===== config.mk =====
export PLATFORM = sky130hd
export DESIGN_NAME = uart_out_flat
export DESIGN_NICKNAME = d
export VERILOG_FILES = /design/src/rtl/uart_out_if.sv /design/src/rtl/uart_out.sv /design/src/flat_wrapper.sv
export SDC_FILE = /design/constraint.sdc
export NUM_CORES = 1
export LEC_CHECK = 0
export BUFFER_PORTS_ARGS = -buffer_cell sky130_fd_sc_hd__buf_2
export CAP_MARGIN = 20
export CORE_ASPECT_RATIO = 1.25
export CORE_MARGIN = 5
export CORE_UTILIZATION = 43
export DETAILED_ROUTE_END_ITERATION = 8
export PLACE_DENSITY_LB_ADDON = 0.12
export REMOVE_ABC_BUFFERS = 1
export SLEW_MARGIN = 30
export SYNTH_ARGS = -nofsm -noshare
export SYNTH_HDL_FRONTEND = slang
export SYNTH_SLANG_ARGS = --single-unit

===== constraint.sdc =====
create_clock -name clk -period 4.7 [get_ports clk]
set_input_delay 0 -clock clk [delete_from_list [all_inputs] [get_ports clk]]
set_output_delay 0 -clock clk [all_outputs]
set_load 0.1 [all_outputs]

===== src/rtl/uart_out_if.sv =====
// Byte handshake between internal logic and the UART transmitter FIFO.
interface uart_out_if;
    logic [7:0] byte_out;
    logic       send;
    logic       ready;

    modport master (output byte_out, output send, input ready);
    modport slave  (input byte_out, input send, output ready);
endinterface


===== src/rtl/uart_out.sv =====
// 8N1 UART transmitter with a small byte FIFO in front of the serialiser.
module uart_out #(
    parameter int DELAY_FRAMES = 234,
    parameter int FIFO_DEPTH   = 4
) (
    input  logic     clk,
    input  logic     rst_n,
    uart_out_if.slave bus,
    output logic     uart_tx,
    output logic     busy,
    output logic     tx_done
);

    localparam int PTR_W = $clog2(FIFO_DEPTH);
    localparam int CNT_W = PTR_W + 1;

    localparam logic [CNT_W-1:0] FULL_CNT = CNT_W'(FIFO_DEPTH);
    localparam logic [15:0]      LAST_CNT = 16'(DELAY_FRAMES - 1);

    localparam logic [1:0] S_IDLE  = 2'd0;
    localparam logic [1:0] S_START = 2'd1;
    localparam logic [1:0] S_DATA  = 2'd2;
    localparam logic [1:0] S_STOP  = 2'd3;

    logic [7:0]       mem_q [FIFO_DEPTH];
    logic [7:0]       mem_d [FIFO_DEPTH];
    logic [PTR_W-1:0] wr_ptr_q, wr_ptr_d;
    logic [PTR_W-1:0] rd_ptr_q, rd_ptr_d;
    logic [CNT_W-1:0] count_q, count_d;

    logic [1:0]  state_q, state_d;
    logic [15:0] cnt_q, cnt_d;
    logic [2:0]  bit_idx_q, bit_idx_d;
    logic [7:0]  shift_q, shift_d;
    logic        tx_q, tx_d;

    logic push;
    logic pop;
    logic bit_end;
    logic fifo_empty;

    assign bus.ready  = (count_q != FULL_CNT);
    assign fifo_empty = (count_q == '0);
    assign bit_end    = (cnt_q == LAST_CNT);
    assign push       = bus.send && (count_q != FULL_CNT);

    assign uart_tx = tx_q;
    assign busy    = (state_q != S_IDLE);
    assign tx_done = (state_q == S_STOP) && bit_end;

    // Transmit FSM: pops a byte, then walks start, eight data bits and stop, one bit period each.
    always_comb begin
        state_d   = state_q;
        cnt_d     = cnt_q;
        bit_idx_d = bit_idx_q;
        shift_d   = shift_q;
        tx_d      = tx_q;
        pop       = 1'b0;
        case (state_q)
            S_IDLE: begin
                tx_d = 1'b1;
                if (!fifo_empty) begin
                    pop       = 1'b1;
                    shift_d   = mem_q[rd_ptr_q];
                    bit_idx_d = 3'd0;
                    cnt_d     = 16'd0;
                    state_d   = S_START;
                    tx_d      = 1'b0;
                end
            end
            S_START: begin
                if (bit_end) begin
                    cnt_d   = 16'd0;
                    state_d = S_DATA;
                    tx_d    = shift_q[0];
                end else begin
                    cnt_d = cnt_q + 16'd1;
                end
            end
            S_DATA: begin
                if (bit_end) begin
                    cnt_d   = 16'd0;
                    shift_d = shift_q >> 1;
                    if (bit_idx_q == 3'd7) begin
                        state_d = S_STOP;
                        tx_d    = 1'b1;
                    end else begin
                        bit_idx_d = bit_idx_q + 3'd1;
                        tx_d      = shift_q[1];
                    end
                end else begin
                    cnt_d = cnt_q + 16'd1;
                end
            end
            default: begin
                if (bit_end) begin
                    cnt_d = 16'd0;
                    if (!fifo_empty) begin
                        pop       = 1'b1;
                        shift_d   = mem_q[rd_ptr_q];
                        bit_idx_d = 3'd0;
                        state_d   = S_START;
                        tx_d      = 1'b0;
                    end else begin
                        state_d = S_IDLE;
                        tx_d    = 1'b1;
                    end
                end else begin
                    cnt_d = cnt_q + 16'd1;
                end
            end
        endcase
    end

    // FIFO bookkeeping: pointers wrap naturally because the depth is a power of two.
    always_comb begin
        mem_d = mem_q;
        if (push) begin
            mem_d[wr_ptr_q] = bus.byte_out;
        end
        wr_ptr_d = wr_ptr_q + PTR_W'(push);
        rd_ptr_d = rd_ptr_q + PTR_W'(pop);
        count_d  = count_q + CNT_W'(push) - CNT_W'(pop);
    end

    // State registers; reset aborts any frame and drops buffered bytes.
    always_ff @(posedge clk or negedge rst_n) begin
        if (!rst_n) begin
            for (int i = 0; i < FIFO_DEPTH; i++) begin
                mem_q[i] <= 8'd0;
            end
            wr_ptr_q  <= '0;
            rd_ptr_q  <= '0;
            count_q   <= '0;
            state_q   <= S_IDLE;
            cnt_q     <= 16'd0;
            bit_idx_q <= 3'd0;
            shift_q   <= 8'd0;
            tx_q      <= 1'b1;
        end else begin
            mem_q     <= mem_d;
            wr_ptr_q  <= wr_ptr_d;
            rd_ptr_q  <= rd_ptr_d;
            count_q   <= count_d;
            state_q   <= state_d;
            cnt_q     <= cnt_d;
            bit_idx_q <= bit_idx_d;
            shift_q   <= shift_d;
            tx_q      <= tx_d;
        end
    end

endmodule


===== src/flat_wrapper.sv =====
// flat-port wrapper written by rule: the top's interface ports become plain ports
module uart_out_flat 
#(
    parameter int DELAY_FRAMES = 234,
    parameter int FIFO_DEPTH   = 4
)
  (clk, rst_n, uart_tx, busy, tx_done, bus_byte_out, bus_send, bus_ready);
  uart_out_if bus_i ();
  input  logic clk;
  input  logic rst_n;
  output logic uart_tx;
  output logic busy;
  output logic tx_done;
  input wire logic [$bits(bus_i.byte_out)-1:0] bus_byte_out;
  input wire logic [$bits(bus_i.send)-1:0] bus_send;
  output wire logic [$bits(bus_i.ready)-1:0] bus_ready;
  assign bus_i.byte_out = bus_byte_out;
  assign bus_i.send = bus_send;
  assign bus_ready = bus_i.ready;
  uart_out #(.DELAY_FRAMES(DELAY_FRAMES), .FIFO_DEPTH(FIFO_DEPTH)) u_core (.clk(clk), .rst_n(rst_n), .bus(bus_i), .uart_tx(uart_tx), .busy(busy), .tx_done(tx_done));
endmodule

* Yosys cells after proc, flatten, opt, wreduce, memory -nomap -nowiden
Cells that the tools add are included.
Operators by class: $add $sub $neg 6, order comparisons 3, eq/ne operators 11, muxes and demuxes 34, bitwise logic cells 3, reductions and logical operators 12
Operators by type and width (number):
- two-way mux 16 bit | 3
- two-way mux 8 bit | 6
- bitwise mux 32 bit | 1
- one-hot mux 8 bit (3 select lines) | 1
- adder 16 x 1 -> 16 bit, second input constant | 1
- binary-select mux 8 bit (select 2 bit) | 1
- demux 8 bit (select 2 bit) | 1
- equality test 16 x 8 -> 1 bit, second input constant | 1
- two-way mux 3 bit | 4
- two-way mux 2 bit | 5
- one-hot mux 3 bit (3 select lines) | 1
- two-way mux 1 bit | 8
- greater-or-equal comparator 3 bit, second input constant | 2
- inequality test 2 x 1 -> 1 bit, second input constant | 3
- inverter 2 -> 3 bit | 2
- one-hot mux 2 bit (3 select lines) | 1
- AND reduction 3 bit | 2
- AND reduction 5 bit | 1
- adder 2 x 1 -> 2 bit | 2
- equality test 2 bit, second input constant | 2
- inequality test 2 bit, second input constant | 2
- AND reduction 4 bit | 1
- nonzero test 2 bit | 2
- adder 3 x 1 -> 3 bit | 1
- other kinds (13) | 15
Word-level totals: bits in registers 69, input port bits 11, output and inout bits 4, word-level logic and storage cells 81

* Longest topological paths before layout
depth in word-level cells 7, gate-level depth with buffers 13, gate-level depth less buffers 13

* Worst setup path before layout
No wires, ideal clock.
path type reg2reg, start point reg u_core.cnt_q[13], end point reg u_core.count_q[2], library setup time 123 ps, arrival 2555 ps, required time 4577 ps, setup slack 2022 ps, cell stages (with the launch flop) 12, buffers on the path 0, period minus slack after synthesis 2678 ps, cell sequence dfrtp_1 -> or3_1 -> nor4_4 -> mux2i_1 -> nor2_1 -> ha_1 -> inv_1 -> ha_1 -> inv_1 -> fa_1 -> xnor2_1 -> xnor2_1
Between the ends: longest elaborated chain between the ends 4
RTL lines:
- start, declared | line uart_out.sv:32 | logic [15:0] cnt_q, cnt_d;
- start signal, assigned | line uart_out.sv:146 | cnt_q <= cnt_d;
- equality test 16 x 8 -> 1 bit | line uart_out.sv:44 | assign bit_end = (cnt_q == LAST_CNT);
- two-way mux 1 bit | line uart_out.sv:96 | if (bit_end) begin
- one-hot mux 1 bit (2 select lines) | line uart_out.sv:59 | case (state_q)
- subtractor 3 x 1 -> 3 bit | line uart_out.sv:123 | count_d = count_q + CNT_W'(push) - CNT_W'(pop);
- via u_core.count_d[2] | line uart_out.sv:29 | logic [CNT_W-1:0] count_q, count_d;
- end signal, assigned | line uart_out.sv:144 | count_q <= count_d;
- end, declared | line uart_out.sv:29
The timed path passes the listed nets, and every way through them passes these cells. A chain may end at the register's enable or synchronous reset.

* Worst setup path after layout
Same ends and word-level chain as after synthesis.

==> flow_results.org <==
** Run status
- The flow ran to the end, and the final reports show no timing, DRC or antenna violations.

** Worst hold path
- For hold timing, the worst endpoint is u_core.wr_ptr_q[0].
- In this run the worst hold path is classified as input port to flip-flop.
- Hold wc startpoint :: bus_send
- The worst hold path passes through 3 cells.

** Setup path
- Data on the critical path is required at its endpoint by 4.93 ns.
- STA classifies the critical path endpoint as a flip-flop.
- In this run the critical register-to-register path is captured at u_core.count_q[2].
- Critical path class :: flip-flop to flip-flop
- Setup slack on the worst reg-to-reg path comes out at roughly 1.8 ns.
- The number of cells on the worst reg-to-reg path is 11.
- In this run the critical register-to-register path is launched from u_core.cnt_q[13].
- Sort of element at the start of the critical path :: flip-flop
- For the worst setup path, the data arrival time is 3.11 ns.
- Of all nets on the critical path, the largest fanout is 6.

** Timing
- The hold violation count in the final report is 0.
- Final number of setup-violating endpoints :: 0
- Actual slew at the worst max-slew pin :: 0.873 ns
- Total negative setup slack :: 0 ns
- Setup repair after global routing left no endpoint under its margin.
- Max-slew violations :: 0
- Peak Freq :: around 350 MHz
- After layout, the worst path uses about 60% of the clock period.
- Subtracting the final worst setup slack from the clock period gives 2.88 ns.
- The worst pin sits at a relative slew slack of between 40 and 50%.
- Setup clock skew after layout :: 0.0110 ns

** Cells and area
- Post-Route Utilization :: 49.9%
- Antenna diodes :: 0
- Sequential cell area :: 1730 um^2
- Summing all multi-input logic gate instances after layout gives approximately 1600 um^2.
- Final net count :: 342
- Leaving out fill and tap cells, the most frequent cell in the layout is sky130_fd_sc_hd__dfrtp_1.
- Most frequent cells in the layout :: 68 x sky130_fd_sc_hd__dfrtp_1, 34 x sky130_fd_sc_hd__mux2_2, 33 x sky130_fd_sc_hd__nand2_1, 28 x sky130_fd_sc_hd__o21ai_0, 14 x sky130_fd_sc_hd__buf_2
- From synthesis to final layout, the design area changed by 13.5%.
- Fraction of layout instances using a drive strength above 1 :: 24.6%
- Fill cells in the final layout number 701.

** CTS
- CTS tree :: done
- Clock tree synthesis selected as its root buffer the cell sky130_fd_sc_hd__clkbuf_8.
- Buffers inserted during clock tree synthesis total 9.
- The H-tree generated during clock tree synthesis spans 3 levels.
- Clock Latency Late Sink :: 0.34 ns
- Clock sink total :: 69
- After clock tree synthesis, the clock-pin slew on the worst setup and hold paths is 0.08 ns.
- Maximum clock insertion buffer count :: 2

** Route
- The final route contains 2,250 vias.
- In the routed layout, each cell is associated on average with a via count of 5.41.
- Number of remaining DRC errors :: 0
- Iteration-0 DRC count of the detailed router :: between 80 and 90
- Routed wirelength normalized by instance count :: 15.0 um
- Routed Antenna Nets :: 0
- For this block, the routed nets add up to about 6300 um of wire.
- Iteration count of the initial detailed-routing pass :: 6

** Power
- Maximum vdd ir drop :: 285 uV
- Dividing total power by cell area gives a power density of between 600 and 700 nW/um^2.
- Leakage dissipation :: 0.00170 uW

** Place
- During placement, the flow inserted port buffers numbering 14.
- Final Wtd Congestion :: about 0.8
- Post-DP HPWL :: ~4300 um

** Yosys
- Post-synthesis cell type with the largest combined area :: sky130_fd_sc_hd__dfrtp_1
- Largest cells by area after synthesis :: sky130_fd_sc_hd__dfrtp_1 50%, sky130_fd_sc_hd__mux2_2 11%, sky130_fd_sc_hd__mux4_2 5.3%
- A synthesized cell averages 11.7 um^2.
- Area fraction of the dominant cell type after synthesis :: 49.9%
- In this run, distinct cell masters in the synthesized netlist total 39.
- Synthesized instance count :: 292
- Share of synthesized area occupied by flip-flops and latches :: 50.7%
- Multiplexer share of the synthesized area :: 18.9%
- After Yosys synthesis, and, or, nand and nor cells account for between 10% and 20% of the synthesized area.
- Xor and xnor area share after synthesis :: ~1.5%
- Total standard cell area after synthesis :: 3410 um^2
- After synthesis, the largest family of logic cells by area is multiplexers.
- Of the total synthesized cell area, the portion taken by full adders, half adders and majority gates is 5.36%.
- Warnings from Yosys :: 0
- #FFs+latches synth :: 69
- Compound-Gate Fraction of Synth Area :: 8.99%

** GRT
- The via count of the first global-routing pass is around 2.3k.
- GR Overflow Total :: 0
- First-pass GRT wire length :: around 11,000 um
- The initial antenna violation count is 0.
- Maximum number of pins on one net before global-route repair :: 70
- Total global routing track utilization :: 14.8%

** Floorplanning
- Die area :: ~9800 um^2
- Initial core utilization :: 44.0%
- Placeable core region :: around 7700 um^2
- Row generation in the floorplan step produced 36 rows.
- Die width :: 89.6 um
- Die height :: 110 um
- IO Pins :: 15

** Job
- Max-cap violation count :: 0
power by group:
group | leakage (uW) | switching (uW) | internal, uW
logic | 0.000737 | 498 | 487
registers | 0.000857 | 188 | 841
clock network | 0.000109 | 229 | 297
total | 0.00170 | 915 | 1630
critical path, cell delays in order, from the launching register on:
cell                      delay [ns]
sky130_fd_sc_hd__dfrtp_1        0.42
sky130_fd_sc_hd__or3_1          0.47
sky130_fd_sc_hd__nor4_4         0.43
sky130_fd_sc_hd__mux2i_1        0.14
sky130_fd_sc_hd__nor2_1         0.16
sky130_fd_sc_hd__ha_1           0.25
sky130_fd_sc_hd__inv_1          0.05
sky130_fd_sc_hd__ha_1           0.12
sky130_fd_sc_hd__inv_1          0.05
sky130_fd_sc_hd__fa_1           0.39
sky130_fd_sc_hd__xnor2_1        0.15
sky130_fd_sc_hd__xnor2_1        0.12
stage by stage:
stage | instance area [um^2] | hold WS (ns) | total power (uW) | setup slack (ns) | std cells
floorplan | 3370 | -0.296 | 1810 | 2.02 | 282
global placement | 3560 | 0.270 | 2010 | 1.89 | 392
global route | 3870 | 0.151 | 2750 | 1.62 | 416
finish | 3870 | 0.129 | 2540 | 1.82 | 416
detailed placement | 3560 | 0.269 | 2040 | 1.79 | 392
CTS | 3860 | 0.109 | 2580 | 1.78 | 416
kinds of logic (layout without fill, tap and decap cells):
kind of cell	after synthesis	after routing
compound gates	52	52
fa+ha+maj	14	14
flops	69	69
simple gates	78	78
xor+xnor	6	6
buf+inv	23	52
mux	50	50
cell usage after synthesis, drive strengths merged:
| cell type | number |
|---|---|
| a21o | 1 |
| a21oi | 7 |
| a31oi | 5 |
| and2 | 3 |
| and3 | 2 |
| buf | 1 |
| clkbuf | 9 |
| dfrtp | 68 |
| dfstp | 1 |
| fa | 1 |
| ha | 13 |
| inv | 13 |
| mux2 | 34 |
| mux2i | 8 |
| mux4 | 8 |
| nand2 | 33 |
| nand3 | 12 |
| nand3b | 2 |
| nand4 | 3 |
| nand4b | 1 |
| nand4bb | 1 |
| nor2 | 10 |
| nor3 | 3 |
| nor3b | 1 |
| nor4 | 3 |
| o211ai | 3 |
| o21ai | 33 |
| o22ai | 1 |
| o31ai | 1 |
| o41ai | 1 |
| or3 | 2 |
| or4 | 2 |
| xnor2 | 3 |
| xor2 | 3 |
metal layers:
| layer | track usage, % | share of wire (%) | vias up |
|---|---|---|---|
| li1 | - | - | 1095 |
| met3 | 2.32 | 2.6 | 8 |
| met5 | 0 | 0 | - |
| met1 | 19.6 | 46 | 1115 |
| met2 | 23.7 | 49 | 32 |
| met4 | 6.81 | 1.5 | 0 |
repair_timing:
item / CTS / global route
gates resized for setup: 0 / 0
hold buffers: 9 / 0
setup buffers: 0 / 0
setup endpoints to repair: 0 / 0
endpoints found under the hold margin: 100 / 0
how the worst max path moves through the flow:
| stage | startpoint | cells past startpoint | end | slack [ns] |
|---|---|---|---|---|
| 6_report | u_core.cnt_q[13] | 11 | u_core.count_q[2] | 1.82 |
| 5_1_grt | u_core.cnt_q[13] | 11 | u_core.count_q[2] | 1.62 |
| 4_1_cts | u_core.cnt_q[13] | 11 | u_core.count_q[2] | 1.78 |
| 3_5_place_dp | u_core.cnt_q[13] | 11 | u_core.count_q[2] | 1.79 |
| 3_3_place_gp | u_core.cnt_q[13] | 11 | u_core.count_q[2] | 1.89 |
| 2_1_floorplan | u_core.cnt_q[13] | 11 | u_core.count_q[2] | 2.02 |
sequential cells by signal (all words and copies together) (netlist names):
signal / count
u_core.state_q: 2
u_core.rd_ptr_q: 2
u_core.shift_q: 8
u_core.count_q: 3
u_core.cnt_q: 16
u_core.bit_idx_q: 3
u_core.mem_q: 32
u_core.uart_tx: 1
u_core.wr_ptr_q: 2
layout make-up:
class	count	area share, %
Inverter	13	1.26
Clock inverter	6	2.26
Multi-Input combinational cell	200	41.1
Timing Repair Buffer	24	4.43
Tap cell	95	3.07
Sequential cell	69	44.7
Clock buffer	9	3.20
Power figures use the tool's default switching activity.
